$ cat src/rtl/pipe_stage_reg_pkg.sv
// Shared definitions for the generic pipeline stage register and the
// per-stage wrappers that pack named fields into its payload.
package pipe_stage_reg_pkg;

  // Occupancy of the stage: main entry only, or main plus skid entry.
  typedef enum logic [1:0] {
    PS_EMPTY   = 2'd0,
    PS_FULL    = 2'd1,
    PS_SKIDDED = 2'd2
  } ps_state_e;

  // EX/MEM payload layout used by the EX/MEM wrapper.
  localparam int EXMEM_WIDTH          = 285;
  localparam int EXMEM_PC_ADD_LSB     = 0;
  localparam int EXMEM_PC_ADD_W       = 32;
  localparam int EXMEM_MEM_DATA_W_LSB = 283;
  localparam int EXMEM_MEM_DATA_W_W   = 2;

endpackage

$ cat src/rtl/pipe_data_slot.sv
// One payload entry of a pipeline stage: WIDTH-bit register with load
// enable, updated on the falling clock edge, async reset to RESET_VALUE.
module pipe_data_slot #(
  parameter int               WIDTH       = 285,
  parameter logic [WIDTH-1:0] RESET_VALUE = '0
) (
  input  logic             clock,
  input  logic             reset,
  input  logic             load,
  input  logic [WIDTH-1:0] d,
  output logic [WIDTH-1:0] q
);

  logic [WIDTH-1:0] data_q;

  // Capture d on load; otherwise hold.
  // NOTE: sequential state uses <= so every flop samples pre-edge values.
  always_ff @(negedge clock or posedge reset) begin
    if (reset) begin
      data_q <= RESET_VALUE;
    end else if (load) begin
      data_q <= d;
    end
  end

  assign q = data_q;

endmodule

$ cat src/rtl/pipe_stage_reg.sv
// Generic pipeline stage register: one WIDTH-bit payload with valid/ready
// flow control, flush to a bubble, optional skid entry so in_ready comes
// straight from state flops, and a saturating stall-cycle counter.
module pipe_stage_reg
  import pipe_stage_reg_pkg::*;
#(
  parameter int               WIDTH        = 285,
  parameter logic [WIDTH-1:0] RESET_VALUE  = '0,
  parameter logic [WIDTH-1:0] BUBBLE_VALUE = '0,
  parameter bit               SKID         = 1'b1,
  parameter int               STALL_CNT_W  = 16
) (
  input  logic                   clock,
  input  logic                   reset,
  input  logic                   in_valid,
  output logic                   in_ready,
  input  logic [WIDTH-1:0]       in_data,
  input  logic                   flush,
  output logic                   out_valid,
  input  logic                   out_ready,
  output logic [WIDTH-1:0]       out_data,
  output logic [STALL_CNT_W-1:0] stall_count
);

  ps_state_e              state_q, state_d;
  logic                   in_fire, out_fire;
  logic                   main_load, skid_load;
  logic [WIDTH-1:0]       main_d, skid_d, skid_q;
  logic [STALL_CNT_W-1:0] stall_cnt_q, stall_cnt_d;

  assign out_valid = (state_q != PS_EMPTY);
  assign in_fire   = in_valid & in_ready;
  assign out_fire  = out_valid & out_ready;

  // Ready to upstream: decoded from state with a skid entry, otherwise
  // passes the downstream ready through.
  generate
    if (SKID) begin : g_ready_reg
      assign in_ready = (state_q != PS_SKIDDED);
    end else begin : g_ready_comb
      assign in_ready = ~out_valid | out_ready;
    end
  endgenerate

  // Next occupancy and which entry loads what; flush overrides everything.
  always_comb begin
    // NOTE: every output gets a default first, so no path leaves one unassigned (no latches).
    state_d   = state_q;
    main_load = 1'b0;
    main_d    = in_data;
    skid_load = 1'b0;
    skid_d    = in_data;
    if (flush) begin
      state_d   = PS_EMPTY;
      main_load = 1'b1;
      main_d    = BUBBLE_VALUE;
      skid_load = 1'b1;
      skid_d    = BUBBLE_VALUE;
    end else begin
      case (state_q)
        PS_EMPTY: begin
          if (in_fire) begin
            state_d   = PS_FULL;
            main_load = 1'b1;
          end
        end
        PS_FULL: begin
          if (out_fire) begin
            // Back-to-back refill, or drain leaving stale data in main.
            main_load = in_fire;
            state_d   = in_fire ? PS_FULL : PS_EMPTY;
          end else if (in_fire) begin
            // Only reachable with a skid entry: in_ready is 0 here otherwise.
            state_d   = PS_SKIDDED;
            skid_load = 1'b1;
          end
        end
        PS_SKIDDED: begin
          if (out_fire) begin
            state_d   = PS_FULL;
            main_load = 1'b1;
            main_d    = skid_q;
          end
        end
        default: state_d = PS_EMPTY;
      endcase
    end
  end

  // Saturating count of edges where downstream holds off a valid payload.
  always_comb begin
    stall_cnt_d = stall_cnt_q;
    if (out_valid && !out_ready && !(&stall_cnt_q)) begin
      stall_cnt_d = stall_cnt_q + {{(STALL_CNT_W-1){1'b0}}, 1'b1};
    end
  end

  // Occupancy and stall counter flops, falling-edge like every stage latch.
  always_ff @(negedge clock or posedge reset) begin
    if (reset) begin
      state_q     <= PS_EMPTY;
      stall_cnt_q <= '0;
    end else begin
      state_q     <= state_d;
      stall_cnt_q <= stall_cnt_d;
    end
  end

  assign stall_count = stall_cnt_q;

  pipe_data_slot #(
    .WIDTH      (WIDTH),
    .RESET_VALUE(RESET_VALUE)
  ) u_main (
    .clock(clock),
    .reset(reset),
    .load (main_load),
    .d    (main_d),
    .q    (out_data)
  );

  // Skid entry exists only when in_ready must come from flops.
  generate
    if (SKID) begin : g_skid
      pipe_data_slot #(
        .WIDTH      (WIDTH),
        .RESET_VALUE(RESET_VALUE)
      ) u_skid (
        .clock(clock),
        .reset(reset),
        .load (skid_load),
        .d    (skid_d),
        .q    (skid_q)
      );
    end else begin : g_no_skid
      logic unused_skid;
      assign skid_q      = RESET_VALUE;
      assign unused_skid = ^{skid_load, skid_d};
    end
  endgenerate

endmodule
$ cat config.mk
export PLATFORM = sky130hd
export DESIGN_NAME = pipe_stage_reg
export DESIGN_NICKNAME = d
export VERILOG_FILES = /design/src/rtl/pipe_stage_reg_pkg.sv /design/src/rtl/pipe_data_slot.sv /design/src/rtl/pipe_stage_reg.sv
export SDC_FILE = /design/constraint.sdc
export NUM_CORES = 1
export LEC_CHECK = 0
export CORE_AREA = 3 3 229 231
export DETAILED_ROUTE_END_ITERATION = 8
export DIE_AREA = 0 0 232 234
export PLACE_DENSITY = 0.77
export SETUP_SLACK_MARGIN = 0.05
export SYNTH_ARGS = -nofsm -noshare
export SYNTH_HDL_FRONTEND = slang
export SYNTH_SLANG_ARGS = --single-unit
$ cat constraint.sdc
create_clock -name clock -period 24 [get_ports clock]
set_input_delay 4.8 -clock clock [delete_from_list [all_inputs] [get_ports clock]]
set_output_delay 4.8 -clock clock [all_outputs]
set_load 0.005 [all_outputs]
==> results.toml <==
[run_status]
outcome = "finished, final reports clean"

[clock_tree]
holdBufCountCts = 0
cts_tree = "done"
cts_setup_buffers = 0
htree_levels = 2
cts_buffers = 60
clkLatencyLatePin_ns = 0.58
cts_resized = 0
clock-root-buffer = "clkbuf_16"
cts.path.max_buffers = 3
clock-sinks = 588
clk_pin_slew_ns = 0.04

[timing]
finalHoldViolCount = 0
setup_viol = 0
rsz0062_at_grt = "no"
tns_ns = 0
drv_slew = 0
relSlewSlack = 0.131
clock_skew_ns = 0.0114
tightest_slew_ns = 1.30

[final_layout]
nNetsFinal = 2493
area.growth.synth_to_final_pct = 35.5
fillers = 3768
fin_area_um2 = 32300
layout-drive-gt1-share = 0.0608
final_cell_mix = "clkdlybuf4s50_1, dfrtn_1, mux2i_1"
final_common_cell = "clkdlybuf4s50_1"

[run]
maxCapViolations = 0

[placement]
place_hpwl_mm = 44.8
placed_area_um2 = 30100
gp_congestion = 0.852
portBuffers = 592

[power]
pwr-share-seq = 0.456
clock_power_share = 0.419
leakage_nw = 15.8
p_int_mw = 1.83
power.net_switching_mw = 0.575
swShare = 0.239
ir_drop_v = 0.0000541
combPwrFrac = 0.124
power.density_nw_per_um2 = 74.3

[drt]
dr_total_vias = 17400
ant_nets = 0
dr.pass1.iters = 5
wl_per_cell_um = 24.0
drc = 0
via_per_inst = 5.93
routed_wl_mm = 70.2
drtIter0Drc = 1245

[yosys]
async_flop_share = 1.00
synth-edff-count = 0
synth_nets = 1973
avgSynthCellArea_um2 = 14.2
ys_warn_count = 0
syn_inst = 1682
ys_ff_latch = 588
synth.distinct_cells = 35
synth_area_um2 = 23800
yosysTopAreaCell = "dfrtn_1"
synthFlopType = "dfrtn_1"
synth_top_area_frac = 0.617
synthTopCellsByArea = "dfrtn_1, mux2i_1, a22o_1"
synth.yosys.seq_area_share = 0.617

[worst_setup_path]
max_stage_delay_ns = 0.75
cp_max_fo = 82
critPathLaunchType = "input port"
path_common_cell = "buf_4"
cp.arrival_ns = 7.63
end_kind = "flop"
critical_path_class = "input port to flop"
critPathSlowestCell = "buf_4"
cp_cell_sequence = "clkdlybuf4s50_1, nor2b_1, o21a_1, o21bai_4, buf_4, buf_4, o2bb2ai_1"
crit_required_ns = 12.38
reg2reg_slack_ns = 20.93

[min_path]
hold_path.class = "flop to flop"

[global_route]
overflow = 0
antenna_found_initial = 11
grt_pass1_wl_mm = 108
grtUsageTotal = 0.250
grt_pass1_vias = 18200
grt_max_degree = 171

[floorplanning]
start_util = 0.474
io_pins = 593
die_y_um = 234
rows = 82
dieArea_um2 = 54300
core_area_um2 = 50300
dieWidth_um = 232
power by group through the flow:
stage | clock network, mW | registers [mW] | logic, mW
floorplan | 0 | 1.11 | 0.113
global placement | 0 | 1.11 | 0.294
detailed placement | 0 | 1.11 | 0.299
CTS | 1.03 | 1.09 | 0.301
global route | 1.06 | 1.10 | 0.320
finish | 1.01 | 1.09 | 0.299
registers in the layout, summed over array words and instances, names as in the netlist:
name             flops
state_q              2
stall_count         16
u_main.q           285
g_skid.u_skid.q    285
area by class of cell:
class                      count  area [µm²]  area share
multi-input combinational    932        8380       0.260
clock inverter                29         407      0.0126
timing repair buffer         615        6170       0.191
clock buffer                  83        1740      0.0539
tap                          672         841      0.0260
antenna                        6        15.0    0.000465
sequential                   588       14700       0.456
inverter                       5        22.5    0.000697
per-layer routing:
| layer | vias up | GRT usage | wire length, µm |
|---|---|---|---|
| li1 | 7577 | - | - |
| met1 | 8995 | 0.322 | 27800 |
| met2 | 646 | 0.403 | 34200 |
| met3 | 140 | 0.0647 | 5340 |
| met4 | 10 | 0.106 | 2790 |
| met5 | - | 0 | 54 |
cells in the mapped netlist (all sizes together) (2+ instances only):
| master | number |
|---|---|
| mux2 | 3 |
| nand4 | 8 |
| buf | 133 |
| dfrtn | 588 |
| nor2b | 4 |
| nand2 | 3 |
| nor2 | 6 |
| o21a | 3 |
| clkbuf | 24 |
| nand3 | 6 |
| a21oi | 11 |
| a22o | 285 |
| o21bai | 2 |
| mux2i | 286 |
| nor3 | 7 |
| o2bb2ai | 285 |
| a31oi | 4 |
| xnor2 | 4 |
| nand2b | 3 |
| and3 | 3 |
| inv | 5 |
per-stage QoR:
step           std cells  hold slack [ns]  worst slack [ns]  utilization  total power [mW]
5_1_grt             2929            0.444              4.63        0.642              2.48
3_3_place_gp        2812            0.430              4.27        0.599              1.40
2_1_floorplan       1682            0.433            -0.564            -              1.22
6_report            2930            0.432              4.75        0.642              2.40
3_5_place_dp        2812            0.433              4.23        0.599              1.41
4_1_cts             2924            0.437              4.84        0.642              2.42
path summary, 6_finish.rpt:
kind | cells past startpoint | from | to
worst min-delay path | 1 | u_main.q[243]$_DFFE_NP0P_ | u_main.q[243]$_DFFE_NP0P_
worst max-delay path | 7 | in_valid | u_main.q[60]$_DFFE_NP0P_
max in group asynchronous | 4 | reset | u_main.q[7]$_DFFE_NP0P_
min in group asynchronous | 2 | reset | u_main.q[129]$_DFFE_NP0P_
worst min register to register | 1 | u_main.q[243]$_DFFE_NP0P_ | u_main.q[243]$_DFFE_NP0P_
worst max register to register | 6 | state_q[0]$_DFFE_NP0P_ | u_main.q[60]$_DFFE_NP0P_
worst max-delay path, delay by kind of cell:
family          cells  cell delay (ns)
buf+inv             3             1.91
compound gates      3             0.61
simple gates        1             0.17
logic make-up (layout without fill, tap and decap cells):
kind of cell / after synthesis / after routing / synth area share
AOI/OAI and AO/OA: 592 / 592 / 0.215
xor gates and xnor gates: 5 / 5 / 0.00184
adders and majority gates: 1 / 1 / 0.000525
buffers and inverters: 162 / 732 / 0.0323
DFF: 588 / 588 / 0.617
muxes: 289 / 289 / 0.122
other: 0 / 6 / 0
and+or+nand+nor: 45 / 45 / 0.0115
Note: power is estimated with default switching activity, not from simulation.
==> RTL change (same flow settings) <==
`SKID`: 1'b1 -> 1'b0.
--- a/src/rtl/pipe_stage_reg.sv
+++ b/src/rtl/pipe_stage_reg.sv
@@ -7,7 +7,7 @@
   parameter int               WIDTH        = 285,
   parameter logic [WIDTH-1:0] RESET_VALUE  = '0,
   parameter logic [WIDTH-1:0] BUBBLE_VALUE = '0,
-  parameter bit               SKID         = 1'b1,
+  parameter bit               SKID         = 1'b0,
   parameter int               STALL_CNT_W  = 16
 ) (
   input  logic                   clock,
Check against the original RTL: not settled (the Yosys comparison gave no result); the edit may change what the design does.
==> RTL change against the original RTL <==
- setup slack gained 0.27 ns
- routed wire length shrank 38%
- synthesized cell count shrank 22%
- final cell count shrank 13%
- non-clock buffer count shrank 12
- total power shrank 45%
- final area shrank 39%
- utilization shrank 25 points
- sequential cell count shrank 285
- clock skew grew 0.0075 ns
- area after synthesis shrank 50%
- global-route usage shrank 9.9 points
- largest cell class unchanged
- highest routed layer unchanged
==> RTL change: results (changes against the original RTL) <==
| Metric | Value |
|---|---|
| Combinational group power | `206 uW (was 299 uW)` |
| Final #Nets | `2,152 (was 2,493)` |
| Area post-placement | `18,500 sq um (was 30,130 sq um)` |
| P_leak | `8.241 nW (was 15.85 nW)` |
| R2r endpoint | `u_main.q[207]$_DFFE_NP0P_ (was u_main.q[60]$_DFFE_NP0P_)` |
| 1st-iter DRT viols | `391 (was 1,245)` |
| Placed cells | `2,495 (was 2,812)` |
| First-pass GRT wire length | `65,120 um (was 108,200 um)` |
| Synth unique cells | `26 (was 35)` |
| Clock Skew | `0.01887 ns (was 0.01137 ns)` |
| Setup ws final | `5.022 ns (was 4.750 ns)` |
| N_diodes | `0 (was 6)` |
| Register area share after synthesis | `63.32% (was 61.73%)` |
| R2R setup slack | `21.28 ns (was 20.93 ns)` |
| WHS Endpoint | `stall_count[4]$_DFFE_NP0P_ (was u_main.q[243]$_DFFE_NP0P_)` |
| WHS | `0.4568 ns (was 0.4323 ns)` |
| Hold_sp | `stall_count[4]$_DFFE_NP0P_ (was u_main.q[243]$_DFFE_NP0P_)` |
| Synth top area cells | `dfrtn_1, nand2_1, a21oi_1 (was dfrtn_1, mux2i_1, a22o_1)` |
| Clock power share | `41.2% (was 41.9%)` |
| Filler-free cell count of the finished design | `2,558 (was 2,930)` |
| Final wirelength | `43,230 um (was 70,180 um)` |
| Syn Inst Count | `1,314 (was 1,682)` |
| Status | `complete, no violations (unchanged)` |
| Dpl ws | `4.524 ns (was 4.233 ns)` |
| Vias in the first global route | `11.50k (was 18.20k)` |
| Crit path from | `out_ready (was in_valid)` |
| Vias | `11.34k (was 17.37k)` |
| Logic gate share of total power | `15.7% (was 12.4%)` |
| Worst Reg-to-Reg Cells | `5 (was 6)` |
| WP data arrival | `7.31 ns (was 7.63 ns)` |
| Top cells by count, synth | `nand2_1, dfrtn_1, a21oi_1, clkbuf_1, buf_2 (was dfrtn_1, mux2i_1, a22o_1, o2bb2ai_1, buf_2)` |
| Worst-Margin Slew | `1.029 ns (was 1.304 ns)` |
| GRT Resource Usage Total | `15.11% (was 25.00%)` |
| Placer Congestion | `0.8381 (was 0.8520)` |
| Number of buffers created by CTS | `36 (was 60)` |
| Net Switching | `328.9 uW (was 574.8 uW)` |
| Syn_nets | `1,605 (was 1,973)` |
| DP Wirelength | `31,290 um (was 44,770 um)` |
| Peak supply drop | `53.07 uV (was 54.13 uV)` |
| Initial antenna violation count | `4 (was 11)` |
## RTL change: cell type report
| cell class | count | area, sq um |
|---|---|---|
| multi-input combinational | 914 | 4014 |
| tap | 672 | 840.8 |
| inverter | 3 | 15.01 |
| clock inverter | 17 | 177.7 |
| timing repair buffer | 603 | 6046 |
| fill | 4868 | 30610 |
| sequential | 303 | 7582 |
| clock buffer | 46 | 989.7 |
## RTL change: routing by layer
layer	global-route usage, %	part of all wire, %	wire [um]	vias up
li1	-	-	-	5331
met1	16.62	37	15830	5465
met2	26.05	49	21220	466
met3	7.119	12	4994	70
met4	4.454	2.6	1144	6
met5	0	0.083	36	-
## RTL change: cells by family (layout without fill, tap and decap cells)
kind of cell | after synthesis | in the layout | synth area share (%)
DFF | 303 | 303 | 63.32
xor gates and xnor gates | 13 | 13 | 0.9508
adders and majority gates | 1 | 1 | 0.1045
muxes | 2 | 2 | 0.2508
buffers and inverters | 97 | 669 | 3.406
and+or+nand+nor | 609 | 609 | 19.75
AOI/OAI and AO/OA | 289 | 289 | 12.22
